[src/rtl/vga_sync_ctrl_pkg.sv]
// Shared VGA 640x480@60 raster timing constants, run/stop state encodings
// and a small window-decode helper. Used by the sync controller, the
// pixel generator and the benches.
package vga_sync_ctrl_pkg;

  // Horizontal timing, in pixels
  localparam int unsigned VGA_H_VISIBLE = 640;
  localparam int unsigned VGA_H_FP      = 16;
  localparam int unsigned VGA_H_SYNC    = 96;
  localparam int unsigned VGA_H_BP      = 48;
  localparam int unsigned VGA_H_TOTAL   = VGA_H_VISIBLE + VGA_H_FP + VGA_H_SYNC + VGA_H_BP;

  // Vertical timing, in lines
  localparam int unsigned VGA_V_VISIBLE = 480;
  localparam int unsigned VGA_V_FP      = 10;
  localparam int unsigned VGA_V_SYNC    = 2;
  localparam int unsigned VGA_V_BP      = 33;
  localparam int unsigned VGA_V_TOTAL   = VGA_V_VISIBLE + VGA_V_FP + VGA_V_SYNC + VGA_V_BP;

  // Asserted sync level (0 = active-low)
  localparam logic VGA_SYNC_POL = 1'b0;

  // Run/stop sequencer state encodings
  localparam logic [0:0] ST_IDLE = 1'b0;
  localparam logic [0:0] ST_RUN  = 1'b1;

  // 1 when pos lies in the inclusive window [lo, hi]
  function automatic logic in_span(input logic [9:0] pos,
                                   input logic [9:0] lo,
                                   input logic [9:0] hi);
    return (pos >= lo) && (pos <= hi);
  endfunction

endpackage

[src/rtl/vga_sync_ctrl_axis.sv]
// vga_axis_counter: modulo-TOTAL counter for one raster axis.
//  clk, rst : clock, asynchronous active-high reset
//  clr      : synchronous clear to 0 (dominates inc)
//  inc      : advance by one; wraps TOTAL-1 -> 0
//  cnt      : current position
//  tc       : terminal count, 1 when inc=1 and cnt=TOTAL-1 (wrap happens on this edge)
module vga_axis_counter #(
  parameter int unsigned TOTAL = 800,
  parameter int unsigned WIDTH = 10
) (
  input  logic             clk,
  input  logic             rst,
  input  logic             clr,
  input  logic             inc,
  output logic [WIDTH-1:0] cnt,
  output logic             tc
);

  localparam logic [WIDTH-1:0] LAST = WIDTH'(TOTAL - 1);

  assign tc = inc & (cnt == LAST);

  always_ff @(posedge clk or posedge rst) begin
    if (rst) begin
      cnt <= '0;
    end else if (clr) begin
      cnt <= '0;
    end else if (inc) begin
      cnt <= tc ? '0 : cnt + WIDTH'(1);
    end
  end

endmodule

[src/rtl/vga_sync_ctrl.sv]
// vga_sync_ctrl: VGA raster timing sequencer with clean run/stop at frame boundaries.
//  clk         : 100 MHz system clock
//  rst         : asynchronous reset, active-high
//  pix_en      : pixel-rate enable (one clk wide)
//  run         : level request to scan out frames
//  busy        : 1 while in RUN
//  hsync/vsync : sync outputs, asserted level SYNC_POL
//  video_on    : visible-area qualifier
//  x, y        : pixel coordinates, 0 outside the visible area
//  line_start  : 1-clk pulse when h enters 0
//  frame_start : 1-clk pulse when (h,v) enters (0,0)
module vga_sync_ctrl
  import vga_sync_ctrl_pkg::*;
#(
  parameter int unsigned H_VISIBLE = VGA_H_VISIBLE,
  parameter int unsigned H_FP      = VGA_H_FP,
  parameter int unsigned H_SYNC    = VGA_H_SYNC,
  parameter int unsigned H_BP      = VGA_H_BP,
  parameter int unsigned V_VISIBLE = VGA_V_VISIBLE,
  parameter int unsigned V_FP      = VGA_V_FP,
  parameter int unsigned V_SYNC    = VGA_V_SYNC,
  parameter int unsigned V_BP      = VGA_V_BP,
  parameter logic        SYNC_POL  = VGA_SYNC_POL
) (
  input  logic       clk,
  input  logic       rst,
  input  logic       pix_en,
  input  logic       run,
  output logic       busy,
  output logic       hsync,
  output logic       vsync,
  output logic       video_on,
  output logic [9:0] x,
  output logic [9:0] y,
  output logic       line_start,
  output logic       frame_start
);

  localparam int unsigned H_TOTAL = H_VISIBLE + H_FP + H_SYNC + H_BP;
  localparam int unsigned V_TOTAL = V_VISIBLE + V_FP + V_SYNC + V_BP;

  localparam logic [9:0] H_VIS    = 10'(H_VISIBLE);
  localparam logic [9:0] V_VIS    = 10'(V_VISIBLE);
  localparam logic [9:0] HS_START = 10'(H_VISIBLE + H_FP);
  localparam logic [9:0] HS_END   = 10'(H_VISIBLE + H_FP + H_SYNC - 1);
  localparam logic [9:0] VS_START = 10'(V_VISIBLE + V_FP);
  localparam logic [9:0] VS_END   = 10'(V_VISIBLE + V_FP + V_SYNC - 1);

  if (H_TOTAL > 1024 || V_TOTAL > 1024) begin : g_bad_timing
    $error("vga_sync_ctrl: H_TOTAL and V_TOTAL must not exceed 1024");
  end

  logic [0:0] state;
  logic       stop_req;
  logic       stop_nxt;
  logic [9:0] h_cnt, v_cnt;
  logic [9:0] h_nxt, v_nxt;
  logic       h_tc, v_tc;
  logic       h_inc;
  logic       start, go_idle, nxt_vis;

  assign busy  = (state == ST_RUN);
  assign h_inc = pix_en & busy;

  vga_axis_counter #(.TOTAL(H_TOTAL), .WIDTH(10)) u_h_cnt (
    .clk (clk),
    .rst (rst),
    .clr (~busy),
    .inc (h_inc),
    .cnt (h_cnt),
    .tc  (h_tc)
  );

  vga_axis_counter #(.TOTAL(V_TOTAL), .WIDTH(10)) u_v_cnt (
    .clk (clk),
    .rst (rst),
    .clr (~busy),
    .inc (h_tc),
    .cnt (v_cnt),
    .tc  (v_tc)
  );

  // Outputs are decoded from the position the counters load on this edge,
  // so syncs and coordinates carry no skew relative to each other.
  always_comb begin
    stop_nxt = stop_req;
    if (busy) stop_nxt = ~run;
    else      stop_nxt = 1'b0;

    start   = ~busy & pix_en & run;
    // v_tc already implies the frame-wrap pixel edge; the stop decision
    // includes this cycle's run sample.
    go_idle = v_tc & stop_nxt;

    h_nxt = '0;
    v_nxt = '0;
    if (busy) begin
      h_nxt = h_tc ? '0 : h_cnt + 10'd1;
      if (v_tc)      v_nxt = '0;
      else if (h_tc) v_nxt = v_cnt + 10'd1;
      else           v_nxt = v_cnt;
    end
    nxt_vis = (h_nxt < H_VIS) && (v_nxt < V_VIS);
  end

  always_ff @(posedge clk or posedge rst) begin
    if (rst) begin
      state    <= ST_IDLE;
      stop_req <= 1'b0;
    end else begin
      stop_req <= stop_nxt;
      if (start)        state <= ST_RUN;
      else if (go_idle) state <= ST_IDLE;
    end
  end

  always_ff @(posedge clk or posedge rst) begin
    if (rst) begin
      hsync       <= ~SYNC_POL;
      vsync       <= ~SYNC_POL;
      video_on    <= 1'b0;
      x           <= '0;
      y           <= '0;
      line_start  <= 1'b0;
      frame_start <= 1'b0;
    end else begin
      line_start  <= 1'b0;
      frame_start <= 1'b0;
      if (pix_en) begin
        if (start || (busy && !go_idle)) begin
          hsync       <= in_span(h_nxt, HS_START, HS_END) ? SYNC_POL : ~SYNC_POL;
          vsync       <= in_span(v_nxt, VS_START, VS_END) ? SYNC_POL : ~SYNC_POL;
          video_on    <= nxt_vis;
          x           <= nxt_vis ? h_nxt : '0;
          y           <= nxt_vis ? v_nxt : '0;
          line_start  <= (h_nxt == '0);
          frame_start <= (h_nxt == '0) && (v_nxt == '0);
        end else begin
          hsync    <= ~SYNC_POL;
          vsync    <= ~SYNC_POL;
          video_on <= 1'b0;
          x        <= '0;
          y        <= '0;
        end
      end
    end
  end

endmodule

[config.mk]
export PLATFORM = sky130hd
export DESIGN_NAME = vga_sync_ctrl
export DESIGN_NICKNAME = d
export VERILOG_FILES = /design/src/rtl/vga_sync_ctrl_pkg.sv /design/src/rtl/vga_sync_ctrl_axis.sv /design/src/rtl/vga_sync_ctrl.sv
export SDC_FILE = /design/constraint.sdc
export NUM_CORES = 1
export LEC_CHECK = 0
export BUFFER_PORTS_ARGS = -buffer_cell sky130_fd_sc_hd__buf_4
export CAP_MARGIN = 10
export CORE_ASPECT_RATIO = 0.75
export CORE_MARGIN = 2
export CORE_UTILIZATION = 52
export DETAILED_ROUTE_END_ITERATION = 10
export PLACE_DENSITY = 0.75
export RECOVER_POWER = 100
export SETUP_SLACK_MARGIN = 0.02
export SYNTH_ARGS = -nofsm -noshare
export SYNTH_HDL_FRONTEND = slang
export SYNTH_SLANG_ARGS = --single-unit
[constraint.sdc]
create_clock -name clk -period 2.6 [get_ports clk]
set_clock_uncertainty 0.15 [all_clocks]
set_input_delay 0.13 -clock clk [delete_from_list [all_inputs] [get_ports clk]]
set_output_delay 0.13 -clock clk [all_outputs]
set_load 0.05 [all_outputs]
== Word level (Yosys, flattened, before mapping) ==
Index checks and enable logic that the tools add are counted.

* Add/sub/neg operators: 2
* Order comparisons: 6
* Eq/ne operators: 4
* Mux-type cells: 26
* Bitwise operators: 8
* Reduce and logical (&&, ||, !) cells: 10

{| class="wikitable"
|+ Operators by type and width
! kind !! number
|-
| $mux 10 || 14
|-
| $add 10x1->10 const B || 2
|-
| $eq 10x10->1 const B || 2
|-
| $logic_not 10->1 || 2
|-
| $mux 1 || 12
|-
| $ge 10x10->1 const B || 1
|-
| $ge 10x9->1 const B || 1
|-
| $le 10x10->1 const B || 1
|-
| $le 10x9->1 const B || 1
|-
| $lt 10x10->1 const B || 1
|-
| $lt 10x9->1 const B || 1
|-
| $and 1x1->1 || 6
|-
| $logic_and 1x1->1 || 5
|-
| $ne 2x1->1 const B || 2
|-
| $not 1->1 || 2
|-
| $reduce_bool 2->1 || 1
|-
| $logic_not 1->1 || 1
|-
| $logic_or 1x1->1 || 1
|}

* Register bits: 46

== Longest topological paths before layout ==
* Depth in word-level cells: 9
* Mapped depth: 12

== Cells and area by module ==
From an unflattened synthesis, not the netlist that was laid out.

* Cells, all modules: 356
* Area, all modules: 3,174.3 µm²

{| class="wikitable"
|+ Modules (own cells, without submodules)
! module !! instances !! cells an instance !! area each (µm²) !! sequential area each (µm²)
|-
| vga_sync_ctrl || 1 || 242 || 2,049.5 || 653.1
|-
| vga_axis_counter (u_v_cnt) || 1 || 58 || 574.3 || 250.2
|-
| vga_axis_counter (u_h_cnt) || 1 || 56 || 550.5 || 250.2
|}

== Worst setup path after synthesis ==
OpenSTA, ideal clock, no wires.

* Kind: reg-to-reg
* From: register state (netlist: busy)
* To: register y[5]
* Arrival time: 2.637 ns
* Required time: 2.310 ns
* Setup slack: -0.328 ns
* Cell stages (with the launch flop): 12
* Path through: dfrtp_1 buf_2 and3_1 and4_1 buf_4 nor2_1 or3b_4 nor4_1 or3_1 buf_4 buf_6 o32ai_1

* Longest elaborated chain between the ends: 9
* Elaborated cells between the ends (all ways): 21

{| class="wikitable"
|+ RTL lines
! element !! RTL line !! text
|-
| start, declared || vga_sync_ctrl.sv:53 || <nowiki>logic [0:0] state;</nowiki>
|-
| start signal, assigned || vga_sync_ctrl.sv:108 || <nowiki>state <= ST_IDLE;</nowiki>
|-
| start signal, assigned || vga_sync_ctrl.sv:112 || <nowiki>if (start) state <= ST_RUN;</nowiki>
|-
| start signal, assigned || vga_sync_ctrl.sv:113 || <nowiki>else if (go_idle) state <= ST_IDLE;</nowiki>
|-
| $and 1x1->1 || vga_sync_ctrl.sv:63 || <nowiki>assign h_inc = pix_en & busy;</nowiki>
|-
| $and 1x1->1 || vga_sync_ctrl_axis.sv:21 || <nowiki>assign tc = inc & (cnt == LAST);</nowiki>
|-
| $mux 10 or $and 1x1->1 (tied branches) || vga_sync_ctrl.sv:100, vga_sync_ctrl_axis.sv:21 ||
|-
| $mux 10 || vga_sync_ctrl.sv:99 || <nowiki>if (v_tc) v_nxt = '0;</nowiki>
|-
| $mux 10 || vga_sync_ctrl.sv:97 || <nowiki>if (busy) begin</nowiki>
|-
| $lt 10x9->1 || vga_sync_ctrl.sv:103 || <nowiki>nxt_vis = (h_nxt < H_VIS) && (v_nxt < V_VIS);</nowiki>
|-
| $logic_and 1x1->1 || vga_sync_ctrl.sv:103 ||
|-
| $mux 10 || vga_sync_ctrl.sv:135 || <nowiki>y <= nxt_vis ? v_nxt : '0;</nowiki>
|-
| $mux 10 * || vga_sync_ctrl.sv:130 || <nowiki>if (start || (busy && !go_idle)) begin</nowiki>
|-
| end signal, assigned || vga_sync_ctrl.sv:135 ||
|-
| end, declared || vga_sync_ctrl.sv:34 || <nowiki>output logic [9:0] y,</nowiki>
|}

Every way passes the cells marked *; elsewhere a longest branch is shown, timed or not.
A chain may end at the register's enable or synchronous reset.

== Worst setup path after layout ==
* From: register u_v_cnt.cnt[0]
* To: register x[5]

* Longest elaborated chain between the ends: 8
* Elaborated cells between the ends (all ways): 14

{| class="wikitable"
|+ RTL lines
! element !! RTL line !! text
|-
| start, declared || vga_sync_ctrl_axis.sv:15 || <nowiki>output logic [WIDTH-1:0] cnt,</nowiki>
|-
| start signal, assigned || vga_sync_ctrl_axis.sv:29 || <nowiki>cnt <= tc ? '0 : cnt + WIDTH'(1);</nowiki>
|-
| $add 10x1->10 or $eq 10x10->1 (tied branches) || vga_sync_ctrl.sv:100, vga_sync_ctrl_axis.sv:21 ||
|-
| $mux 10 or $and 1x1->1 (tied branches) || vga_sync_ctrl.sv:100, vga_sync_ctrl_axis.sv:21 ||
|-
| $mux 10 || vga_sync_ctrl.sv:99 ||
|-
| $mux 10 || vga_sync_ctrl.sv:97 ||
|-
| $lt 10x9->1 || vga_sync_ctrl.sv:103 ||
|-
| $logic_and 1x1->1 || vga_sync_ctrl.sv:103 ||
|-
| $mux 10 || vga_sync_ctrl.sv:134 || <nowiki>x <= nxt_vis ? h_nxt : '0;</nowiki>
|-
| $mux 10 * || vga_sync_ctrl.sv:130 ||
|-
| end signal, assigned || vga_sync_ctrl.sv:134 ||
|-
| end, declared || vga_sync_ctrl.sv:33 || <nowiki>output logic [9:0] x,</nowiki>
|}

Marks and branches as above.

==> run summary <==
fill count -> 349
pwr/cell area -> 636.9 nW/um2
VDD IR max -> 534.4 uV
Yosys top cell area share -> 43.29%
crit-path cells -> buf_4 -> ha_4 -> and4_4 -> nand4_4 -> nor3_4 -> xnor2_2 -> nor4_4 -> or3_4 -> buf_12 -> o32ai_1
Synthesized Nets -> 275
initial antenna violation count -> 0
Sw Ratio -> 38.94%
startpoint types -> flop
most frequent cells in the layout -> dfrtp_1, buf_4, clkbuf_1, nor2_1
Gate power share -> 36.9%
Sw Pwr -> 0.0008365 W
Yosys top cell by area -> dfrtp_1
final setup margin -> -0.03694 ns
EDFF count, synth -> 0
first-pass GRT wire length -> 10.94 mm
worst endpoint data arrival time -> 2.70 ns
synthesized flop and latch total -> 46
Area Growth Syn to Fin -> 32.61%
setup slack, reg-to-reg -> -0.04 ns
Critical-path top delay cell -> or3_4
final wirelength -> 7.523 mm
ys async rst share -> 100.0%
Routability Congestion -> 0.8774
Leak -> 1.458 nW
Setup WS pre-CTS -> -0.09134 ns
total grt overflow -> 0
Synth cell types -> 49
Rows -> 22
critical path's largest stage delay -> 0.45 ns
DP Wirelength -> 4.429 mm
run status -> finished with violations
crit-path max FO -> 5
Tcrit/Tclk final -> 101.4%
final setup violation count -> 7
number of global-route vias before repair -> 2,152
via count -> 2,374
root cell of the clock tree -> clkbuf_8
failing checks -> max-capacitance violations, max-slew violations, negative setup slack
cell area after synthesis -> 2544 um2
number of DRC markers in iteration 0 -> 288
# IOs -> 30
drt first pass iters -> 5
Tot Pwr -> 0.002148 W
Worst Hold Slack -> 0.2465 ns
Clk pwr share -> 23.0%
final hold violation count -> 0
dominant synthesized flop cell -> dfrtp_1
Final Critical Period -> 2.637 ns
DRC Markers -> 0
top post-synthesis cells by area -> dfrtp_1, xnor2_1, o32ai_1
crit path from -> u_v_cnt.cnt[0]
H-tree depth -> 2
GRT Overall Usage -> 25.53%
register area -> 1156 um2
share of layout cells above drive strength 1 -> 29.43%
clk_lat worst skew -> 0.33 ns
Worst slew margin -> -15.08%
Min-Delay Path Class -> primary input to flop
CTS sink cnt -> 46
CP Data Required Time -> 2.66 ns
fmax -> 0.3792 GHz
total CTS buffers -> 5
DR WL/cell -> 19.14 um
Synth Instances -> 268
Port Buf Inserts -> 29
worst min-delay path startpoint -> pix_en
Max Root-Sink Buffers -> 2
CTS tree -> built
max-slew violations -> 47
reg-to-reg critical path startpoint -> u_v_cnt.cnt[0]
Avg Inst Size Synth -> 9.491 um2
Worst-path clk slew -> 0.11 ns
crit end category -> flop
initial core utilization -> 53.11%
Synthesis Warnings -> 0
worst-margin pin slew -> 1.724 ns
Core Area -> 4790 um2
largest net degree at the start of global routing -> 47
die width -> 84.76 um
Max-Cap Viols -> 1
Layout Nets -> 339
Post-DRT Antenna Nets -> 0
full die area -> 5473 um2
Layout Utilization -> 70.43%
sequential power share -> 40.1%
Die H -> 64.57 um
Via density -> 6.041
cell-internal power -> 0.001312 W
Seq/Total Area, Yosys -> 45.35%
crit path kind -> flop to flop
unrepaired setup endpoints after global routing -> true
area occupied by multi-input gates -> 1405 um2
diode count -> 0
==> synth_stat cells (4+ instances only) <==
master / number
inv_1: 23
dfrtp_1: 44
nor2_1: 26
nand4_1: 6
nor3_1: 5
xor2_1: 9
o2bb2ai_1: 6
buf_2: 4
nand2_1: 22
xnor2_1: 15
and2_1: 6
o32ai_1: 13
buf_4: 4
clkbuf_1: 9
o21ai_0: 7
nand3_1: 14
and3_1: 5
==> metrics by stage <==
step	TNS (ns)	std cells	area, um2
after global placement	-0.1257	371	3050
after floorplan	-0.06121	268	2610
after CTS	0	383	3238
after detailed placement	-0.4870	371	3050
after global routing	-0.9869	393	3373
final	-0.1265	393	3373
==> state kept, by name (all words and copies together), names as in the netlist <==
name	flops
busy	1
x	10
video_on	1
y	10
u_v_cnt.cnt	10
line_start	1
u_h_cnt.cnt	10
frame_start	1
vsync	1
hsync	1
==> final timing paths <==
check                                 end  depth (start not counted)
setup / recovery                     x[5]                         10
hold / removal                       y[2]                          3
setup reg to reg                     x[5]                         10
hold reg to reg                     hsync                          2
max in group asynchronous  u_h_cnt.cnt[1]                          3
min in group asynchronous  u_v_cnt.cnt[0]                          3
==> cells by family (layout without fill, tap and decap cells) <==
group                      Yosys count  after routing  share of synthesized area (%)
adders and majority gates            3              3                          1.476
xor gates and xnor gates            24             24                          8.264
and+or+nand+nor                    104            104                          22.09
buffers and inverters               43            108                          7.722
muxes                                3              3                          1.230
DFF                                 46             46                          45.35
AOI/OAI and AO/OA                   45             45                          13.87
==> metal layers <==
metal  vias to the layer above  GRT usage, %  share of wire, %
li1                       1058             -                 -
met1                      1175         40.07                46
met2                       126         35.83                46
met3                        15         4.204               6.9
met4                         0         8.135               1.6
met5                         -             0                 0
==> power groups by stage <==
stage          clock network (W)  registers (W)  logic, W
2_1_floorplan                  0        0.00104  0.000350
3_3_place_gp                   0       0.000870  0.000734
3_5_place_dp                   0       0.000872  0.000748
4_1_cts                 0.000482       0.000863  0.000773
5_1_grt                 0.000517       0.000873  0.000847
6_report                0.000494       0.000861  0.000794
==> cell type report <==
type / instances / area share [%]
clock inverter: 1 / 0.2596
multi-input combinational: 179 / 41.65
inverter: 23 / 2.559
sequential: 46 / 34.27
tap: 60 / 2.226
clock buffer: 7 / 2.559
timing repair buffer: 77 / 16.47
==> critical path, delay by kind of cell (launching register included) <==
family / cells / cell delay [ns]
buf+inv: 2 / 0.30
simple gates: 5 / 1.09
xor+xnor: 1 / 0.17
fa+ha+maj: 1 / 0.12
compound gates: 1 / 0.28
flops: 1 / 0.41
==> what timing repair did <==
item                                    in CTS  in global routing
cloned                                       0                  2
gates resized for setup                     15                 23
pin swaps                                    9                  9
endpoints found under the hold margin       45                  0
buffers inserted                             2                  8
endpoints found under the setup margin      15                 24
hold buffers                                 2                  0
Power figures use the tool's default switching activity.
